`config.mk`:
```
export PLATFORM = sky130hd
export DESIGN_NAME = fp_addsub_seq
export DESIGN_NICKNAME = d
export VERILOG_FILES = /design/src/rtl/fp_addsub_pkg.sv /design/src/rtl/fp_addsub_seq_shifter.sv /design/src/rtl/fp_addsub_seq.sv
export SDC_FILE = /design/constraint.sdc
export NUM_CORES = 1
export LEC_CHECK = 0
export ABC_CLOCK_PERIOD_IN_PS = 4400
export BUFFER_PORTS_ARGS = -buffer_cell sky130_fd_sc_hd__buf_2
export CORE_MARGIN = 3
export CORE_UTILIZATION = 55
export CTS_CLUSTER_DIAMETER = 60
export DETAILED_ROUTE_END_ITERATION = 16
export PLACE_DENSITY = 0.77
export RECOVER_POWER = 50
export SETUP_SLACK_MARGIN = 0.15
export SYNTH_ARGS = -nofsm -noshare
export SYNTH_HDL_FRONTEND = slang
export SYNTH_HIERARCHICAL = 1
export SYNTH_SLANG_ARGS = --single-unit
```
`constraint.sdc`:
```
create_clock -name clk -period 4.4 [get_ports clk]
set_input_delay 0.44 -clock clk [delete_from_list [all_inputs] [get_ports clk]]
set_output_delay 0.44 -clock clk [all_outputs]
set_load 0.01 [all_outputs]
```
`src/rtl/fp_addsub_pkg.sv`:
```
// Shared constants for the sequential floating-point adder/subtractor:
// FSM state codes, op encoding, flag positions and special-value builder.
package fp_addsub_pkg;

   typedef logic [2:0] state_t;

   localparam state_t ST_IDLE  = 3'd0;
   localparam state_t ST_ALIGN = 3'd1;
   localparam state_t ST_ADD   = 3'd2;
   localparam state_t ST_NORM  = 3'd3;
   localparam state_t ST_ROUND = 3'd4;
   localparam state_t ST_DONE  = 3'd5;

   localparam logic OP_ADD = 1'b0;
   localparam logic OP_SUB = 1'b1;

   localparam int FLAG_INVALID  = 3;
   localparam int FLAG_OVERFLOW = 2;
   localparam int FLAG_INEXACT  = 1;
   localparam int FLAG_ZERO     = 0;

   localparam logic [3:0] FLG_INVALID  = 4'b0001 << FLAG_INVALID;
   localparam logic [3:0] FLG_OVERFLOW = 4'b0001 << FLAG_OVERFLOW;
   localparam logic [3:0] FLG_INEXACT  = 4'b0001 << FLAG_INEXACT;
   localparam logic [3:0] FLG_ZERO     = 4'b0001 << FLAG_ZERO;

   localparam int FP_MAX_W = 128;

   // Canonical quiet NaN (sign 0, mantissa MSB set) or signed infinity,
   // returned right-aligned in a wide vector; callers slice their own width.
   function automatic logic [FP_MAX_W-1:0] fp_special(input int exp_w, input int man_w,
                                                      input logic is_nan, input logic sign);
      logic [FP_MAX_W-1:0] v;
      v = '0;
      for (int i = 0; i < exp_w; i++) v[man_w + i] = 1'b1;
      if (is_nan) v[man_w - 1] = 1'b1;
      else        v[exp_w + man_w] = sign;
      return v;
   endfunction

endpackage

```
`src/rtl/fp_addsub_seq_shifter.sv`:
```
// Barrel right shifter used for exponent alignment; every bit shifted out
// is collected into a single sticky bit.
module fp_align_shifter #(
   parameter int WIDTH = 15,
   parameter int AMT_W = 5
) (
   input  logic [WIDTH-1:0] din,
   input  logic [AMT_W-1:0] amt,
   output logic [WIDTH-1:0] dout,
   output logic             sticky
);

   localparam int SHW = $clog2(WIDTH + 2);

   logic [SHW-1:0] amt_sat;

   // Anything beyond WIDTH+1 behaves identically, so the stages stay narrow.
   always_comb begin
      if (32'(amt) > WIDTH + 1) amt_sat = SHW'(WIDTH + 1);
      else                      amt_sat = SHW'(amt);
   end

   always_comb begin
      dout   = din;
      sticky = 1'b0;
      for (int s = 0; s < SHW; s++) begin
         if (amt_sat[s]) begin
            for (int i = 0; i < WIDTH; i++) begin
               if (i < (1 << s)) sticky = sticky | dout[i];
            end
            dout = dout >> (1 << s);
         end
      end
   end

endmodule

```
`src/rtl/fp_addsub_seq.sv`:
```
// Multi-cycle floating-point add/subtract with RNE rounding, FTZ on both
// inputs and outputs, and valid/ready handshakes on each side.
//
// state    | meaning
// IDLE     | waiting for operands, in_ready high
// ALIGN    | classify, resolve specials, order and align mantissas
// ADD      | add or subtract aligned mantissas, detect exact zero
// NORM     | one normalisation step per cycle, underflow flush
// ROUND    | round to nearest even, overflow to infinity
// DONE     | result held with out_valid until out_ready
module fp_addsub_seq
   import fp_addsub_pkg::*;
#(
   parameter int EXP_W = 5,
   parameter int MAN_W = 10
) (
   input  logic                   clk,
   input  logic                   reset,
   input  logic                   in_valid,
   output logic                   in_ready,
   input  logic                   op,
   input  logic [EXP_W+MAN_W:0]   a,
   input  logic [EXP_W+MAN_W:0]   b,
   output logic                   out_valid,
   input  logic                   out_ready,
   output logic [EXP_W+MAN_W:0]   result,
   output logic [3:0]             flags
);

   localparam int FW = EXP_W + MAN_W + 1;
   localparam int MW = MAN_W + 5;

   localparam logic [FP_MAX_W-1:0] NAN_FULL = fp_special(EXP_W, MAN_W, 1'b1, 1'b0);
   localparam logic [FP_MAX_W-1:0] INF_FULL = fp_special(EXP_W, MAN_W, 1'b0, 1'b0);
   localparam logic [FW-1:0]       QNAN     = NAN_FULL[FW-1:0];
   localparam logic [FW-2:0]       INF_MAG  = INF_FULL[FW-2:0];
   localparam logic [EXP_W:0]      EXP_MAX  = {1'b0, {EXP_W{1'b1}}};

   state_t           state;
   logic [FW-1:0]    a_q, b_q;
   logic             op_q;
   logic             sign_r;
   logic             eff_sub_r;
   logic [EXP_W:0]   exp_r;
   logic [MW-1:0]    mant_r, mant_sml;

   logic             sa, sb, a_nan, b_nan, a_inf, b_inf, a_zero, b_zero, a_big;
   logic [EXP_W-1:0] ea, eb, big_e, sml_e, diff;
   logic [MAN_W-1:0] ma, mb, big_m, sml_m;
   logic [MW-1:0]    sml_pre, sml_shift, sum;
   logic             sml_sticky;
   logic             spec_hit;
   logic [FW-1:0]    spec_res;
   logic [3:0]       spec_flags;

   logic             rnd_g, rnd_r, rnd_s, rnd_inc, rnd_ovf;
   logic [MAN_W+1:0] rnd;
   logic [EXP_W:0]   exp_f;
   logic [MAN_W-1:0] man_f;

   assign in_ready  = (state == ST_IDLE);
   assign out_valid = (state == ST_DONE);

   // b's sign is inverted here for subtraction; everything downstream sees an add.
   assign sa     = a_q[FW-1];
   assign sb     = b_q[FW-1] ^ (op_q == OP_SUB);
   assign ea     = a_q[FW-2:MAN_W];
   assign eb     = b_q[FW-2:MAN_W];
   assign ma     = a_q[MAN_W-1:0];
   assign mb     = b_q[MAN_W-1:0];
   assign a_nan  = (&ea) && (|ma);
   assign b_nan  = (&eb) && (|mb);
   assign a_inf  = (&ea) && !(|ma);
   assign b_inf  = (&eb) && !(|mb);
   assign a_zero = (ea == '0);
   assign b_zero = (eb == '0);
   assign a_big  = {ea, ma} >= {eb, mb};
   assign big_e  = a_big ? ea : eb;
   assign sml_e  = a_big ? eb : ea;
   assign big_m  = a_big ? ma : mb;
   assign sml_m  = a_big ? mb : ma;
   assign diff   = big_e - sml_e;
   assign sml_pre = {2'b01, sml_m, 3'b000};

   fp_align_shifter #(.WIDTH(MW), .AMT_W(EXP_W)) u_align (
      .din    (sml_pre),
      .amt    (diff),
      .dout   (sml_shift),
      .sticky (sml_sticky)
   );

   always_comb begin
      spec_hit   = 1'b1;
      spec_res   = '0;
      spec_flags = '0;
      if (a_nan || b_nan || (a_inf && b_inf && (sa != sb))) begin
         spec_res   = QNAN;
         spec_flags = FLG_INVALID;
      end else if (a_inf) begin
         spec_res = {sa, INF_MAG};
      end else if (b_inf) begin
         spec_res = {sb, INF_MAG};
      end else if (a_zero && b_zero) begin
         spec_res   = {sa & sb, {(FW-1){1'b0}}};
         spec_flags = FLG_ZERO;
      end else if (a_zero) begin
         spec_res = {sb, b_q[FW-2:0]};
      end else if (b_zero) begin
         spec_res = a_q;
      end else begin
         spec_hit = 1'b0;
      end
   end

   assign sum = eff_sub_r ? (mant_r - mant_sml) : (mant_r + mant_sml);

   // mant_r layout: {carry, hidden, man, G, R, S}
   assign rnd_g   = mant_r[2];
   assign rnd_r   = mant_r[1];
   assign rnd_s   = mant_r[0];
   assign rnd_inc = rnd_g & (rnd_r | rnd_s | mant_r[3]);
   assign rnd     = {1'b0, mant_r[MW-2:3]} + {{(MAN_W+1){1'b0}}, rnd_inc};
   assign exp_f   = rnd[MAN_W+1] ? exp_r + 1'b1 : exp_r;
   assign man_f   = rnd[MAN_W+1] ? rnd[MAN_W:1] : rnd[MAN_W-1:0];
   assign rnd_ovf = (exp_f >= EXP_MAX);

   always_ff @(posedge clk or posedge reset) begin
      if (reset) begin
         state     <= ST_IDLE;
         a_q       <= '0;
         b_q       <= '0;
         op_q      <= 1'b0;
         sign_r    <= 1'b0;
         eff_sub_r <= 1'b0;
         exp_r     <= '0;
         mant_r    <= '0;
         mant_sml  <= '0;
         result    <= '0;
         flags     <= '0;
      end else begin
         case (state)
            ST_IDLE: begin
               if (in_valid) begin
                  a_q   <= a;
                  b_q   <= b;
                  op_q  <= op;
                  state <= ST_ALIGN;
               end
            end
            ST_ALIGN: begin
               if (spec_hit) begin
                  result <= spec_res;
                  flags  <= spec_flags;
                  state  <= ST_DONE;
               end else begin
                  sign_r    <= a_big ? sa : sb;
                  eff_sub_r <= sa ^ sb;
                  exp_r     <= {1'b0, big_e};
                  mant_r    <= {2'b01, big_m, 3'b000};
                  mant_sml  <= {sml_shift[MW-1:1], sml_shift[0] | sml_sticky};
                  state     <= ST_ADD;
               end
            end
            ST_ADD: begin
               if (sum == '0) begin
                  result <= '0;
                  flags  <= FLG_ZERO;
                  state  <= ST_DONE;
               end else begin
                  mant_r <= sum;
                  state  <= ST_NORM;
               end
            end
            ST_NORM: begin
               if (mant_r[MW-1]) begin
                  mant_r <= {1'b0, mant_r[MW-1:2], mant_r[1] | mant_r[0]};
                  exp_r  <= exp_r + 1'b1;
                  state  <= ST_ROUND;
               end else if (mant_r[MW-2]) begin
                  state <= ST_ROUND;
               end else if (exp_r == (EXP_W+1)'(1)) begin
                  result <= {sign_r, {(FW-1){1'b0}}};
                  flags  <= FLG_INEXACT | FLG_ZERO;
                  state  <= ST_DONE;
               end else begin
                  mant_r <= mant_r << 1;
                  exp_r  <= exp_r - 1'b1;
               end
            end
            ST_ROUND: begin
               if (rnd_ovf) begin
                  result <= {sign_r, INF_MAG};
                  flags  <= FLG_OVERFLOW | FLG_INEXACT;
               end else begin
                  result <= {sign_r, exp_f[EXP_W-1:0], man_f};
                  flags  <= (rnd_g | rnd_r | rnd_s) ? FLG_INEXACT : 4'b0000;
               end
               state <= ST_DONE;
            end
            ST_DONE: begin
               if (out_ready) state <= ST_IDLE;
            end
            default: state <= ST_IDLE;
         endcase
      end
   end

endmodule

```
== Word level (Yosys, flattened, before mapping) ==
Index checks and enable logic that the tools add are counted.
Word-level totals
  bits in registers: 94
  bits of input ports: 37
  output and inout bits: 22
  word-level logic and storage cells: 200
Operators by class
  mux-type cells: 93
  bitwise gates (word level): 38
  $add $sub $neg: 6
  reductions and logical operators: 29
  eq/ne operators: 19
  order comparisons: 3
Operators with widths (count)
  $mux W16: 11
  $mux W15: 8
  $pmux W16 S4: 1
  $mux W14: 4
  $pmux W15 S3: 1
  $mux W1: 39
  $or A1 B1 Y1: 33
  $mux W10: 3
  $mux W6: 5
  $mux W3: 8
  $mux W4: 6
  $reduce_or A10 Y1: 2
  $pmux W3 S6: 1
  $ne A2 B2 Y1 const B: 8
  $pmux W4 S4: 1
  $add A15 B15 Y15: 1
  $ge A15 B15 Y1: 1
  $logic_not A15 Y1: 1
  $mux W5: 3
  $reduce_and A5 Y1: 3
  $sub A15 B15 Y15: 1
  $add A11 B1 Y12: 1
  $pmux W6 S2: 1
  $logic_not A5 Y1: 2
  28 further kinds: 43

== Depth between registers and ports, before layout ==
Gate-level depths: netlist of the first run.
  word-level depth: 64
  gate-level depth with buffers: 23
  depth with buffers taken out: 21

== By module ==
The synthesis of the first run kept the hierarchy.
Modules (own cells, without submodules)
  fp_addsub_seq: seq. area each 2352.3 um2, instances 1, cells each 790, area an instance 7140.6 um2
  fp_align_shifter: seq. area each 0.0 um2, instances 1, cells each 172, area an instance 1213.7 um2

== Worst setup path before layout of the first run ==
Ideal clock, no wire load.
  kind: flip-flop to flip-flop
  start: register a_q[5]
  end: register mant_sml[0]
  library setup time: 133 ps
  cell stages (with the launch flop): 22
  path buffers: 1
  slack: -209 ps
  required time: 4267 ps
  arrival time: 4476 ps
  period minus slack after synthesis: 4609 ps
  cells stage by stage: dfrtp_1 -> ha_1 -> a211o_1 -> a31oi_1 -> o21ai_0 -> a221oi_2 -> and3_1 -> a21oi_1 -> ha_1 -> nand3b_1 -> a221oi_1 -> xnor2_1 -> nand2b_2 -> buf_6 -> o32a_1 -> o211a_1 -> nor4_2 -> a31oi_1 -> nor4b_1 -> o221ai_1 -> o21ai_0 -> o21ai_0
On the way
  longest elaborated chain between the ends: 62
  elaborated cells on any way between the ends: 80
  classes of those cells: add/sub: 1; order compare: 2; mux: 39; bitwise: 29; reduce/logical: 9
RTL lines
  start: declaration: RTL line fp_addsub_seq.sv:40  | logic [FW-1:0] a_q, b_q;
  start signal: assignment: RTL line fp_addsub_seq.sv:130  | a_q <= '0;
  start signal: assignment: RTL line fp_addsub_seq.sv:144  | a_q <= a;
  $ge A15 B15 Y1 *: RTL line fp_addsub_seq.sv:77  | assign a_big = {ea, ma} >= {eb, mb};
  $mux W5 (on tied branches): RTL line fp_addsub_seq.sv:78, fp_addsub_seq.sv:79
  $sub A5 B5 Y5 *: RTL line fp_addsub_seq.sv:82  | assign diff = big_e - sml_e;
  via diff[4]: RTL line fp_addsub_seq.sv:48  | logic [EXP_W-1:0] ea, eb, big_e, sml_e, diff;
  $gt A5 B5 Y1: RTL line fp_addsub_seq_shifter.sv:19  | if (32'(amt) > WIDTH + 1) amt_sat = SHW'(WIDTH + 1);
  $mux W5 *: RTL line fp_addsub_seq_shifter.sv:19
  $mux W14: RTL line fp_addsub_seq_shifter.sv:27  | if (amt_sat[s]) begin
  $mux W15: RTL line fp_addsub_seq_shifter.sv:27
  [... 48 more ...]
  $or A1 B1 Y1: RTL line fp_addsub_seq_shifter.sv:29  | if (i < (1 << s)) sticky = sticky | dout[i];
  $mux W1: RTL line fp_addsub_seq_shifter.sv:27
  $or A1 B1 Y1: RTL line fp_addsub_seq_shifter.sv:29
  $mux W1: RTL line fp_addsub_seq_shifter.sv:27
  $or A1 B1 Y1: RTL line fp_addsub_seq_shifter.sv:29
  $mux W1 *: RTL line fp_addsub_seq_shifter.sv:27
  via sml_sticky: RTL line fp_addsub_seq.sv:51  | logic sml_sticky;
  $or A1 B1 Y1 *: RTL line fp_addsub_seq.sv:160  | mant_sml <= {sml_shift[MW-1:1], sml_shift[0] | sml_sticky};
  end signal: assignment: RTL line fp_addsub_seq.sv:160
  end: declaration: RTL line fp_addsub_seq.sv:45  | logic [MW-1:0] mant_r, mant_sml;
Mark *: on every way through the listed nets, which the timed path passes. The rest lies on a longest branch. The select of a mux whose other input is x is not followed.
A chain may end at the register's enable or synchronous reset.

== Worst setup path in the final report of the first run ==
  start: register a_q[12]
  end: register mant_sml[0]
On the way
  longest elaborated chain between the ends: 62
  elaborated cells on any way between the ends: 84
  classes of those cells: add/sub: 1; order compare: 2; mux: 42; bitwise: 29; reduce/logical: 10
RTL lines (RTL line)
  $ge A15 B15 Y1: fp_addsub_seq.sv:77
  $mux W5 (on tied branches): fp_addsub_seq.sv:78, fp_addsub_seq.sv:79
  $sub A5 B5 Y5: fp_addsub_seq.sv:82
  $gt A5 B5 Y1: fp_addsub_seq_shifter.sv:19
  $mux W5: fp_addsub_seq_shifter.sv:19
  $mux W14: fp_addsub_seq_shifter.sv:27
  $mux W15: fp_addsub_seq_shifter.sv:27
  $or A1 B1 Y1: fp_addsub_seq_shifter.sv:29
  [... 47 more ...]
  $or A1 B1 Y1: fp_addsub_seq_shifter.sv:29
  $mux W1: fp_addsub_seq_shifter.sv:27
  $or A1 B1 Y1: fp_addsub_seq_shifter.sv:29
  $mux W1: fp_addsub_seq_shifter.sv:27
  $or A1 B1 Y1: fp_addsub_seq_shifter.sv:29
  $mux W1 *: fp_addsub_seq_shifter.sv:27
  via sml_sticky: fp_addsub_seq.sv:51
  $or A1 B1 Y1 *: fp_addsub_seq.sv:160
Marks and branches as above.

==> results of run 1 <==
==> cells by family after synthesis <==
| group | count (synthesis) | share of synthesized area (%) |
|---|---|---|
| and+or+nand+nor | 301 | 19.3 |
| AOI/OAI and AO/OA | 281 | 23.5 |
| buffers and inverters | 108 | 5.75 |
| muxes | 104 | 13.9 |
| DFF | 94 | 28.2 |
| adders and majority gates | 37 | 5.63 |
| xor gates and xnor gates | 35 | 3.67 |
| other | 2 | 0.0899 |
==> cells in the final DEF, fill, tap and decap left out, types with 27 or more instances in the layout <==
cell     instances
nand2_1         62
dfrtp_1         94
buf_4          118
buf_2           46
o21ai_0         64
nor2_1          68
mux2i_1         29
inv_1           46
conb_1          27
mux2_2          63
ha_1            30
a21oi_1         38
==> layer usage <==
metal	up-vias	GRT usage [%]
li1	3910	-
met1	4017	43.5
met2	379	48.3
met3	57	3.96
met4	0	10.3
met5	-	0
==> flip-flops by register name (all words and copies together) (netlist names) <==
name,cells
mant_r,15
sign_r,1
eff_sub_r,1
b_q,16
a_q,16
op_q,1
result,16
flags,4
mant_sml,15
state,3
exp_r,6
==> path summary, 6_finish.rpt <==
kind | start | endpoint | slack [ns] | depth (start not counted)
setup reg to reg | a_q[12] | mant_sml[0] | -0.28 | 22
setup / recovery | a_q[12] | mant_sml[0] | -0.28 | 22
min in group asynchronous | reset | a_q[10] | 0.91 | 2
max in group asynchronous | reset | a_q[6] | 1.16 | 3
hold reg to reg | result[14] | result[14] | 0.51 | 1
hold / removal | b[1] | b_q[1] | 0.29 | 3
==> worst register-to-register path, delay by kind of cell (launching register included) <==
| family | cells | cell delay [ns] |
|---|---|---|
| AOI/OAI and AO/OA | 9 | 1.56 |
| xor gates and xnor gates | 1 | 0.13 |
| buffers and inverters | 2 | 0.33 |
| and+or+nand+nor | 8 | 1.66 |
| adders and majority gates | 2 | 0.46 |
| DFF | 1 | 0.42 |
==> area by class of cell <==
type	count	area, sq um	area share, %
Multi-Input combinational cell	786	6070	58.4
Sequential cell	94	2350	22.6
Timing Repair Buffer	184	1260	12.1
Clock buffer	11	253	2.43
Tap cell	184	230	2.22
Inverter	50	189	1.82
Clock inverter	5	32.5	0.313
==> stage by stage <==
stage	hold WS [ns]	instance area, sq um	instances	TNS [ns]
after detailed placement	0.493	9630	1281	-0.461
after CTS	0.275	10200	1307	-0.277
after global routing	0.294	10400	1314	-1.07
after global placement	0.469	9630	1281	-0.169
final	0.290	10400	1314	-0.512
after floorplan	0.474	8540	987	0
==> timing repair <==
action / CTS / global route
gates resized for setup: 24 / 39
cloned: 1 / 0
setup buffers: 9 / 7
hold endpoints to repair: 0 / 0
endpoints found under the setup margin: 21 / 41
pin swaps: 19 / 19
==> summary.md, run 1 <==
| Metric | Value |
|---|---|
| Outcome | `finished, violations left` |
| Failing checks | `capacitance limit, slew limit, setup timing` |
| Syn Area/Cell | `between 8 and 9 sq um` |
| CP Launch Type | `flip-flop` |
| Area Overhead vs Synth | `24.3%` |
| CP Class | `reg2reg` |
| Prevailing post-synth register cell | `dfrtp_1` |
| Period utilization | `106%` |
| Sequential area share after synthesis | `between 20% and 30%` |
| Critical Path RT | `between 4 and 5 ns` |
| Warnings, synthesis | `6` |
| Final ANT Viol Nets | `0` |
| CTS Hold Bufs | `0` |
| Endpoints failing setup | `2` |
| Vias in the first global route | `roughly 7700` |
| Initial DRC Count | `1067` |
| Die height | `129 um` |
| Clk buf depth | `2` |
| Drt wl/cell | `19.6 um` |
| Initial Util | `around 57%` |
| Worst Clk Skew | `0.00842 ns` |
| IO Port Bufs | `58` |
| Slew at the pin closest to its max-slew limit | `between 2 and 3 ns` |
| GR Util All Layers | `30.6%` |
| Die X-Extent | `approximately 130 um` |
| Ant diodes | `0` |
| Worst Path Buf+Inv | `2` |
| Initial antenna violation count | `0` |
| Fillers | `1174` |
| Minimum clock period | `4.68 ns` |
| Crit-path max cell delay | `between 0.4 and 0.5 ns` |
| Fin util | `between 70% and 80%` |
| EDFF count, synth | `0` |
| First-pass GRT wire length | `around 41000 um` |
| Slew Viols, Final | `97` |
| Drt via density | `roughly 6.4` |
| Pin count of the biggest net entering global routing | `67` |
| Clock sinks | `94` |
| Worst skew pair latency | `about 0.35 ns` |
| Critical path's top delay family | `simple AND/OR/NAND/NOR gates` |
| Yosys cell types | `96` |
| CTS tree | `done` |
| Worst setup EP type | `flip-flop` |
| Wl on met1 | `~11000 um` |
| CTS clk-pin slew, worst paths | `~0.070 ns` |
| Mapped cell area | `8350 sq um` |
| Fraction of layout cells with a size suffix above 1 | `a little under a third` |
| Overflow after GRT | `0` |
| GPL Wtd Cong | `slightly below 1` |
| Commonest cells post-synth | `dfrtp_1, nor2_1, o21ai_0` |
| Worst hold path type | `in2reg` |
| Unrepaired setup endpoints after global routing | `yes` |
| Mapped Cells | `slightly below 1000` |
| Die area | `16700 sq um` |
| Total of max-cap violations | `2` |
| Crit-path max FO | `4` |
| Drt first pass iters | `5` |
| CTS Buf Count | `9` |
| Worst EP arrival | `between 4 and 5 ns` |
| Total Wirelength | `about 26000 um` |
| Async SR Flop Fraction | `100%` |
| Met3 wire length | `roughly 1800 um` |
| Nets@finish | `roughly 1200` |
| Core area | `roughly 15000 sq um` |
| Count leader, synth | `dfrtp_1` |
| Slowest CP cell | `dfrtp_1` |
| Setup slack after layout | `-0.276 ns` |
| Post-DP HPWL | `19000 um` |
| Synth top area share | `between 20% and 30%` |
| Max Used Layer | `met4` |
| Cell Rows | `between 40 and 50` |
| Post-route DRC | `0` |
| Met2 wire len | `between 10000 and 15000 um` |
| Ports | `a little under 60` |
| Max Freq | `around 210 MHz` |
| DR vias | `between 8000 and 9000` |
| Placement Setup Slack | `-0.398 ns` |
| Rel. slew slack | `-96.9%` |
| Synth area leader | `dfrtp_1` |
| CTS Root Cell | `clkbuf_16` |
| H-tree levels | `3` |
| CP Cell Sequence | `ha_4, and2_4, nand3_4, nor3_4, a221oi_4, buf_4, a211oi_4, a21oi_1, ha_2, nand3b_1, a221oi_4, buf_6, xnor2_4, and2b_2, or3_4, a31o_1, a32oi_2, nand2_1, nor4b_2, o221ai_1, o21ai_1, o21ai_1` |
| Hold Fails Final Rpt | `0` |
| Seq cells post-synth | `94` |
| Top cells by area, synth | `dfrtp_1, mux2_2, ha_1` |
Power of run 1 is left out: the tool's default activity adds up to more than one toggle a clock period on the data nets, which glitch-free logic cannot reach.
==> run 2, diff against run 1 <==
--- a/config.mk
+++ b/config.mk
@@ -7,7 +7,7 @@
 export LEC_CHECK = 0
 export ABC_CLOCK_PERIOD_IN_PS = 4400
 export BUFFER_PORTS_ARGS = -buffer_cell sky130_fd_sc_hd__buf_2
-export CORE_MARGIN = 3
+export CORE_MARGIN = 2
 export CORE_UTILIZATION = 55
 export CTS_CLUSTER_DIAMETER = 60
 export DETAILED_ROUTE_END_ITERATION = 16
==> run 2 against run 1 <==
Compared with the run above: the run still ends with capacitance limit, slew limit, setup timing left; sequential share of layout area rose by 0.16 points; via count fell by 2.1%; global-route usage fell by 0.41 points; hold slack improved by 0.0014 ns.
==> summary.md, run 2 (same netlist as run 1, synthesis figures left out) <==
| Metric | Value |
|---|---|
| Outcome | `finished, violations left` |
| Failing checks | `capacitance limit, slew limit, setup timing` |
| CTS Hold Bufs | `0 (unchanged)` |
| Ant diodes | `0 (unchanged)` |
| CTS Root Cell | `clkbuf_16` |
| Slew Viols, Final | `69 (-29%)` |
| Cell Count, Final, Fillers Out | `1317 (+0.23%)` |
| Worst EP arrival | `4.98 ns (+0.07 ns)` |
| Nets@finish | `1198 (-0.083%)` |
| CTS Buf Count | `9 (unchanged)` |
| Placement Setup Slack | `-0.251 ns (+0.147 ns)` |
| IO Port Bufs | `58 (unchanged)` |
| Top flop regs | `a_q (16), b_q (16), result (16)` |
| Final ANT Viol Nets | `0 (unchanged)` |
| Drt via density | `6.22 (-2.3%)` |
| Pin count of the biggest net entering global routing | `69 (+3.0%)` |
| Unrepaired setup endpoints after global routing | `yes` |
| GR Util All Layers | `30.2% (-0.41 points)` |
| Setup slack after layout | `-0.345 ns (-0.0690 ns)` |
| Inst Count DP | `1283 (+0.16%)` |
| GPL Wtd Cong | `0.928 (-5.8%)` |
| Total of max-cap violations | `1 (-1)` |
| Core area | `15000 sq um (+2.3%)` |
| Die height | `127 um (-1.5%)` |
| Initial antenna violation count | `0 (unchanged)` |
| Max Freq | `211 MHz (-1.5%)` |
| Overflow after GRT | `0 (unchanged)` |
| Worst Clk Skew | `0.0120 ns (+0.00359 ns)` |
| Die X-Extent | `127 um (-1.5%)` |
| First-pass GRT wire length | `39000 um (-4.4%)` |
| CTS clk-pin slew, worst paths | `0.07 ns (about the same)` |
| Worst hold path type | `in2reg` |
| Hold Fails Final Rpt | `0 (unchanged)` |
| Rel. slew slack | `-105% (-8.6 points)` |
| Minimum clock period | `4.74 ns (+0.0690 ns)` |
| CP Class | `reg2reg` |
| Cell Rows | `45 (+2.3%)` |
| Period utilization | `108% (+1.6 points)` |
| Slew at the pin closest to its max-slew limit | `3.07 ns (+0.128 ns)` |
| Most common cell after layout, fill and taps aside | `buf_4` |
| Area Overhead vs Synth | `23.4%` |
| Clk buf depth | `2 (unchanged)` |
| H-tree levels | `3 (unchanged)` |
| Critical Path RT | `4.64 ns (about the same)` |
| Drt wl/cell | `18.7 um (-4.7%)` |
| Fillers | `1199 (+2.1%)` |
| Total Wirelength | `24600 um (-4.5%)` |
| TNS Setup | `-0.588 ns (-0.0755 ns)` |
| Endpoints failing setup | `3 (+1)` |
| Worst skew pair latency | `0.35 ns (about the same)` |
| Clock sinks | `94 (unchanged)` |
| Post-route DRC | `0 (unchanged)` |
| Crit-path max FO | `7 (+3)` |
| Fraction of layout cells with a size suffix above 1 | `29.6% (-0.42 points)` |
| Commonest non-fill, non-tap cells in the layout | `buf_4, dfrtp_1, nor2_1` |
| DR vias | `8189 (-2.1%)` |
| Initial DRC Count | `821 (-23%)` |
| Initial Util | `55.6% (-1.3 points)` |
| CP Launch Type | `flip-flop` |
| Drt first pass iters | `7 (+2)` |
| Ports | `59 (unchanged)` |
| Worst setup EP type | `flip-flop` |
| Post-DP HPWL | `18200 um (-3.7%)` |
| CTS tree | `done` |
| Die area | `16200 sq um (-3.1%)` |
| Vias in the first global route | `7629 (-1.5%)` |
-- run 2: changes by cell type in the layout (fill, tap and decap cells not counted), moves of 3 or more --
cell	before	now
buf_2	46	42
xnor2_2	0	3
clkbuf_1	13	19
clkinv_2	3	0
-- run 2: cell type report --
cell class	instances	area, sq um	share of cell area (%)
clock buffer	12	246	2.39
clock inverter	4	55.1	0.534
inverter	50	193	1.87
multi-input combinational	785	5980	58.0
sequential	94	2350	22.8
tap	188	235	2.28
timing repair buffer	184	1250	12.1
-- run 2: worst paths after layout --
| kind | start | to | slack [ns] | depth (start not counted) |
|---|---|---|---|---|
| max in group asynchronous | reset | result[0] | 1.18 | 3 |
| hold reg to reg | result[13] | result[13] | 0.51 | 1 |
| setup reg to reg | b_q[5] | mant_sml[0] | -0.34 | 23 |
| min in group asynchronous | reset | b_q[11] | 0.97 | 2 |
| hold / removal | a[11] | a_q[11] | 0.29 | 3 |
| setup / recovery | b_q[5] | mant_sml[0] | -0.34 | 23 |
-- run 2: timing repair --
action	CTS	global route
pin swaps	16	13
buffers inserted	8	10
gates resized for setup	14	45
setup endpoints to repair	25	30
-- run 2: stage by stage --
step	area, sq um	hold slack [ns]	utilization [%]
6_report	10300	0.292	68.6
5_1_grt	10300	0.304	68.6
4_1_cts	10100	0.283	66.9
3_5_place_dp	9620	0.490	64.0
3_3_place_gp	9620	0.470	64.0
2_1_floorplan	8540	0.474	-
-- run 2: critical path, stage by stage (launching register included) --
cell	delay (ns)
dfrtp_1	0.39
inv_2	0.09
ha_4	0.20
a211o_1	0.25
a31oi_1	0.17
o21ai_2	0.11
a221oi_4	0.32
and3_4	0.24
a21oi_2	0.06
ha_2	0.18
nand3b_1	0.20
a221oi_2	0.30
xnor2_2	0.16
buf_4	0.17
buf_4	0.13
nand2b_4	0.20
buf_6	0.17
o22a_1	0.21
o211ai_1	0.30
nand4_1	0.16
nor4b_2	0.27
o221ai_1	0.14
o21ai_1	0.15
o21ai_1	0.07
-- run 2: per-layer routing --
metal / global-route usage [%] / share of wire (%)
met3: 4.98 / 6.0
met1: 42.0 / 45
met5: 0 / 0
met4: 10.4 / 3.1
met2: 47.9 / 46
Power of run 2 is left out for the same reason.
==> run 3, diff against run 2 <==
--- a/config.mk
+++ b/config.mk
@@ -9,6 +9,7 @@
 export BUFFER_PORTS_ARGS = -buffer_cell sky130_fd_sc_hd__buf_2
 export CORE_MARGIN = 2
 export CORE_UTILIZATION = 55
+export CTS_BUF_LIST = sky130_fd_sc_hd__clkbuf_4 sky130_fd_sc_hd__clkbuf_8
 export CTS_CLUSTER_DIAMETER = 60
 export DETAILED_ROUTE_END_ITERATION = 16
 export PLACE_DENSITY = 0.77
==> run 3 against run 2 <==
Compared with the run above: the flow still finishes with violations (capacitance limit, slew limit, setup timing); final cell count about the same; via count decreased by 0.38%; core utilization decreased by 0.68 points; clock-buffer cell count unchanged; clock skew increased by 0.0048 ns; sequential cell count unchanged; sequential share of layout area increased by 0.23 points; cell area decreased by 0.99%; hold slack got worse by 0.044 ns; fmax increased by 2.4%.
==> summary.md, run 3 (same netlist as run 1, synthesis figures left out) <==
| Metric | Value |
|---|---|
| Outcome | `finished, violations left` |
| Failing checks | `capacitance limit, slew limit, setup timing` |
| Period utilization | `105% (-2.5 points)` |
| Slew Viols, Final | `69 (unchanged)` |
| Hold Fails Final Rpt | `0 (unchanged)` |
| Worst Clk Skew | `0.0168 ns (+0.00477 ns)` |
| Max Freq | `216 MHz (+2.4%)` |
| Inst Count DP | `1283 (unchanged)` |
| Drt via density | `6.20 (-0.30%)` |
| Reg2reg setup slack | `-0.23 ns (+0.11 ns)` |
| H-tree levels | `3 (unchanged)` |
| Worst setup EP type | `flip-flop` |
| Die area | `16200 sq um (unchanged)` |
| Vias in the first global route | `7590 (-0.51%)` |
| CTS Hold Bufs | `0 (unchanged)` |
| Pin count of the biggest net entering global routing | `69 (unchanged)` |
| GPL Wtd Cong | `0.928 (unchanged)` |
| DR vias | `8158 (-0.38%)` |
| R2R cell count | `22 (-4.3%)` |
| Endpoints failing setup | `2 (-1)` |
| Clock sinks | `94 (unchanged)` |
| Ports | `59 (unchanged)` |
| Area Overhead vs Synth | `22.2%` |
| CP Class | `reg2reg` |
| Crit path launch | `b_q[5]` |
| Drt wl/cell | `18.5 um (-0.82%)` |
| Ant diodes | `0 (unchanged)` |
| Critical Path RT | `4.68 ns (+0.04 ns)` |
| Cell Rows | `45 (unchanged)` |
| Worst hold path type | `in2reg` |
| Crit path to | `mant_sml[0]` |
| Rel. slew slack | `-104% (+1.1 points)` |
| Initial antenna violation count | `0 (unchanged)` |
| Worst skew pair latency | `0.39 ns (+0.04 ns)` |
| Commonest non-fill, non-tap cells in the layout | `buf_4, dfrtp_1, nor2_1` |
| CTS clk-pin slew, worst paths | `0.10 ns (+0.03 ns)` |
| Cell Count, Final, Fillers Out | `1316 (-0.076%)` |
| Overflow after GRT | `0 (unchanged)` |
| Setup slack after layout | `-0.234 ns (+0.111 ns)` |
| Top flop regs | `a_q (16), b_q (16), result (16)` |
| CTS Buf Count | `9 (unchanged)` |
| Hold WS | `0.248 ns (-0.0439 ns)` |
| CTS Root Cell | `clkbuf_8` |
| Initial Util | `55.6% (unchanged)` |
| CP Launch Type | `flip-flop` |
| Worst reg2reg path startpoint | `b_q[5]` |
| Most common cell after layout, fill and taps aside | `buf_4` |
| Die X-Extent | `127 um (unchanged)` |
| Fraction of layout cells with a size suffix above 1 | `30.1% (+0.56 points)` |
| Unrepaired setup endpoints after global routing | `yes` |
| First-pass GRT wire length | `38700 um (-0.90%)` |
| Die height | `127 um (unchanged)` |
| Final ANT Viol Nets | `0 (unchanged)` |
| Initial DRC Count | `951 (+16%)` |
| IO Port Bufs | `58 (unchanged)` |
| Post-DP HPWL | `18200 um (unchanged)` |
| Slew at the pin closest to its max-slew limit | `3.05 ns (-0.0166 ns)` |
| Minimum clock period | `4.63 ns (-0.111 ns)` |
| Total Wirelength | `24400 um (-0.90%)` |
| Total of max-cap violations | `1 (unchanged)` |
| Reg-to-reg critical path endpoint | `mant_sml[0]` |
| CTS tree | `done` |
| GR Util All Layers | `29.9% (-0.25 points)` |
| Clk buf depth | `2 (unchanged)` |
| Crit-path max FO | `4 (-3)` |
| Core area | `15000 sq um (unchanged)` |
| Nets@finish | `1197 (-0.083%)` |
| Post-route DRC | `0 (unchanged)` |
| Drt first pass iters | `7 (unchanged)` |
| Worst EP arrival | `4.92 ns (-0.06 ns)` |
-- run 3: cell count changes in the layout (fill, tap and decap cells not counted), moves of 2 or more --
cell,previous run,this run
clkbuf_4,0,2
buf_4,119,117
clkbuf_16,9,0
clkbuf_8,1,10
o21ai_1,8,6
clkbuf_1,19,10
buf_2,42,49
o21ai_0,62,64
-- run 3: metrics by stage --
stage	instance area [sq um]	setup WS (ns)	TNS, ns	util (%)
after floorplan	8540	0.0182	0	-
after global placement	9620	-0.154	-0.154	64.0
after detailed placement	9620	-0.251	-0.251	64.0
after CTS	9970	-0.182	-0.283	66.3
after global routing	10200	-0.497	-1.19	67.9
final	10200	-0.234	-0.398	67.9
-- run 3: critical path: stages, from the launching register on --
cell	delay (ns)
dfrtp_1	0.40
inv_2	0.08
ha_4	0.20
a211o_1	0.25
a31oi_1	0.17
o21ai_2	0.11
a221oi_4	0.30
and3_1	0.20
a21oi_1	0.06
ha_2	0.18
nand3b_1	0.18
a221oi_2	0.30
xnor2_2	0.20
buf_4	0.18
and2b_2	0.22
or3_4	0.39
a31o_1	0.26
a32oi_2	0.18
nand2_1	0.09
nor4b_2	0.21
o221ai_1	0.14
o21ai_1	0.15
o21ai_1	0.07
-- run 3: per-layer routing --
metal / part of all wire [%] / vias to the layer above / track usage, % / routed length, um
met4: 2.9 / 0 / 11.2 / 711
li1: - / 3917 / - / -
met2: 46 / 327 / 46.8 / 11200
met3: 6.7 / 51 / 5.23 / 1650
met1: 44 / 3863 / 41.8 / 10800
met5: 0 / - / 0 / 0
-- run 3: how the worst min path moves through the flow --
stage               cells after the start          to        from
floorplan                               1      sign_r      sign_r
global placement                        1    flags[0]    flags[0]
detailed placement                      1  result[13]  result[13]
CTS                                     3     b_q[14]       b[14]
global route                            3     b_q[14]       b[14]
finish                                  3     a_q[11]       a[11]
-- run 3: final cells by class --
type	count	area, sq um
Multi-Input combinational cell	785	5960
Inverter	50	193
Timing Repair Buffer	183	1260
Tap cell	188	235
Clock inverter	4	55.1
Fill cell	1214	4820
Sequential cell	94	2350
Clock buffer	12	153
-- run 3: timing repair --
action | in CTS | in global routing
setup buffers | 9 | 8
pin swaps | 15 | 15
setup endpoints to repair | 24 | 30
endpoints found under the hold margin | 0 | 0
resized for setup | 14 | 42
Power of run 3 is left out for the same reason.
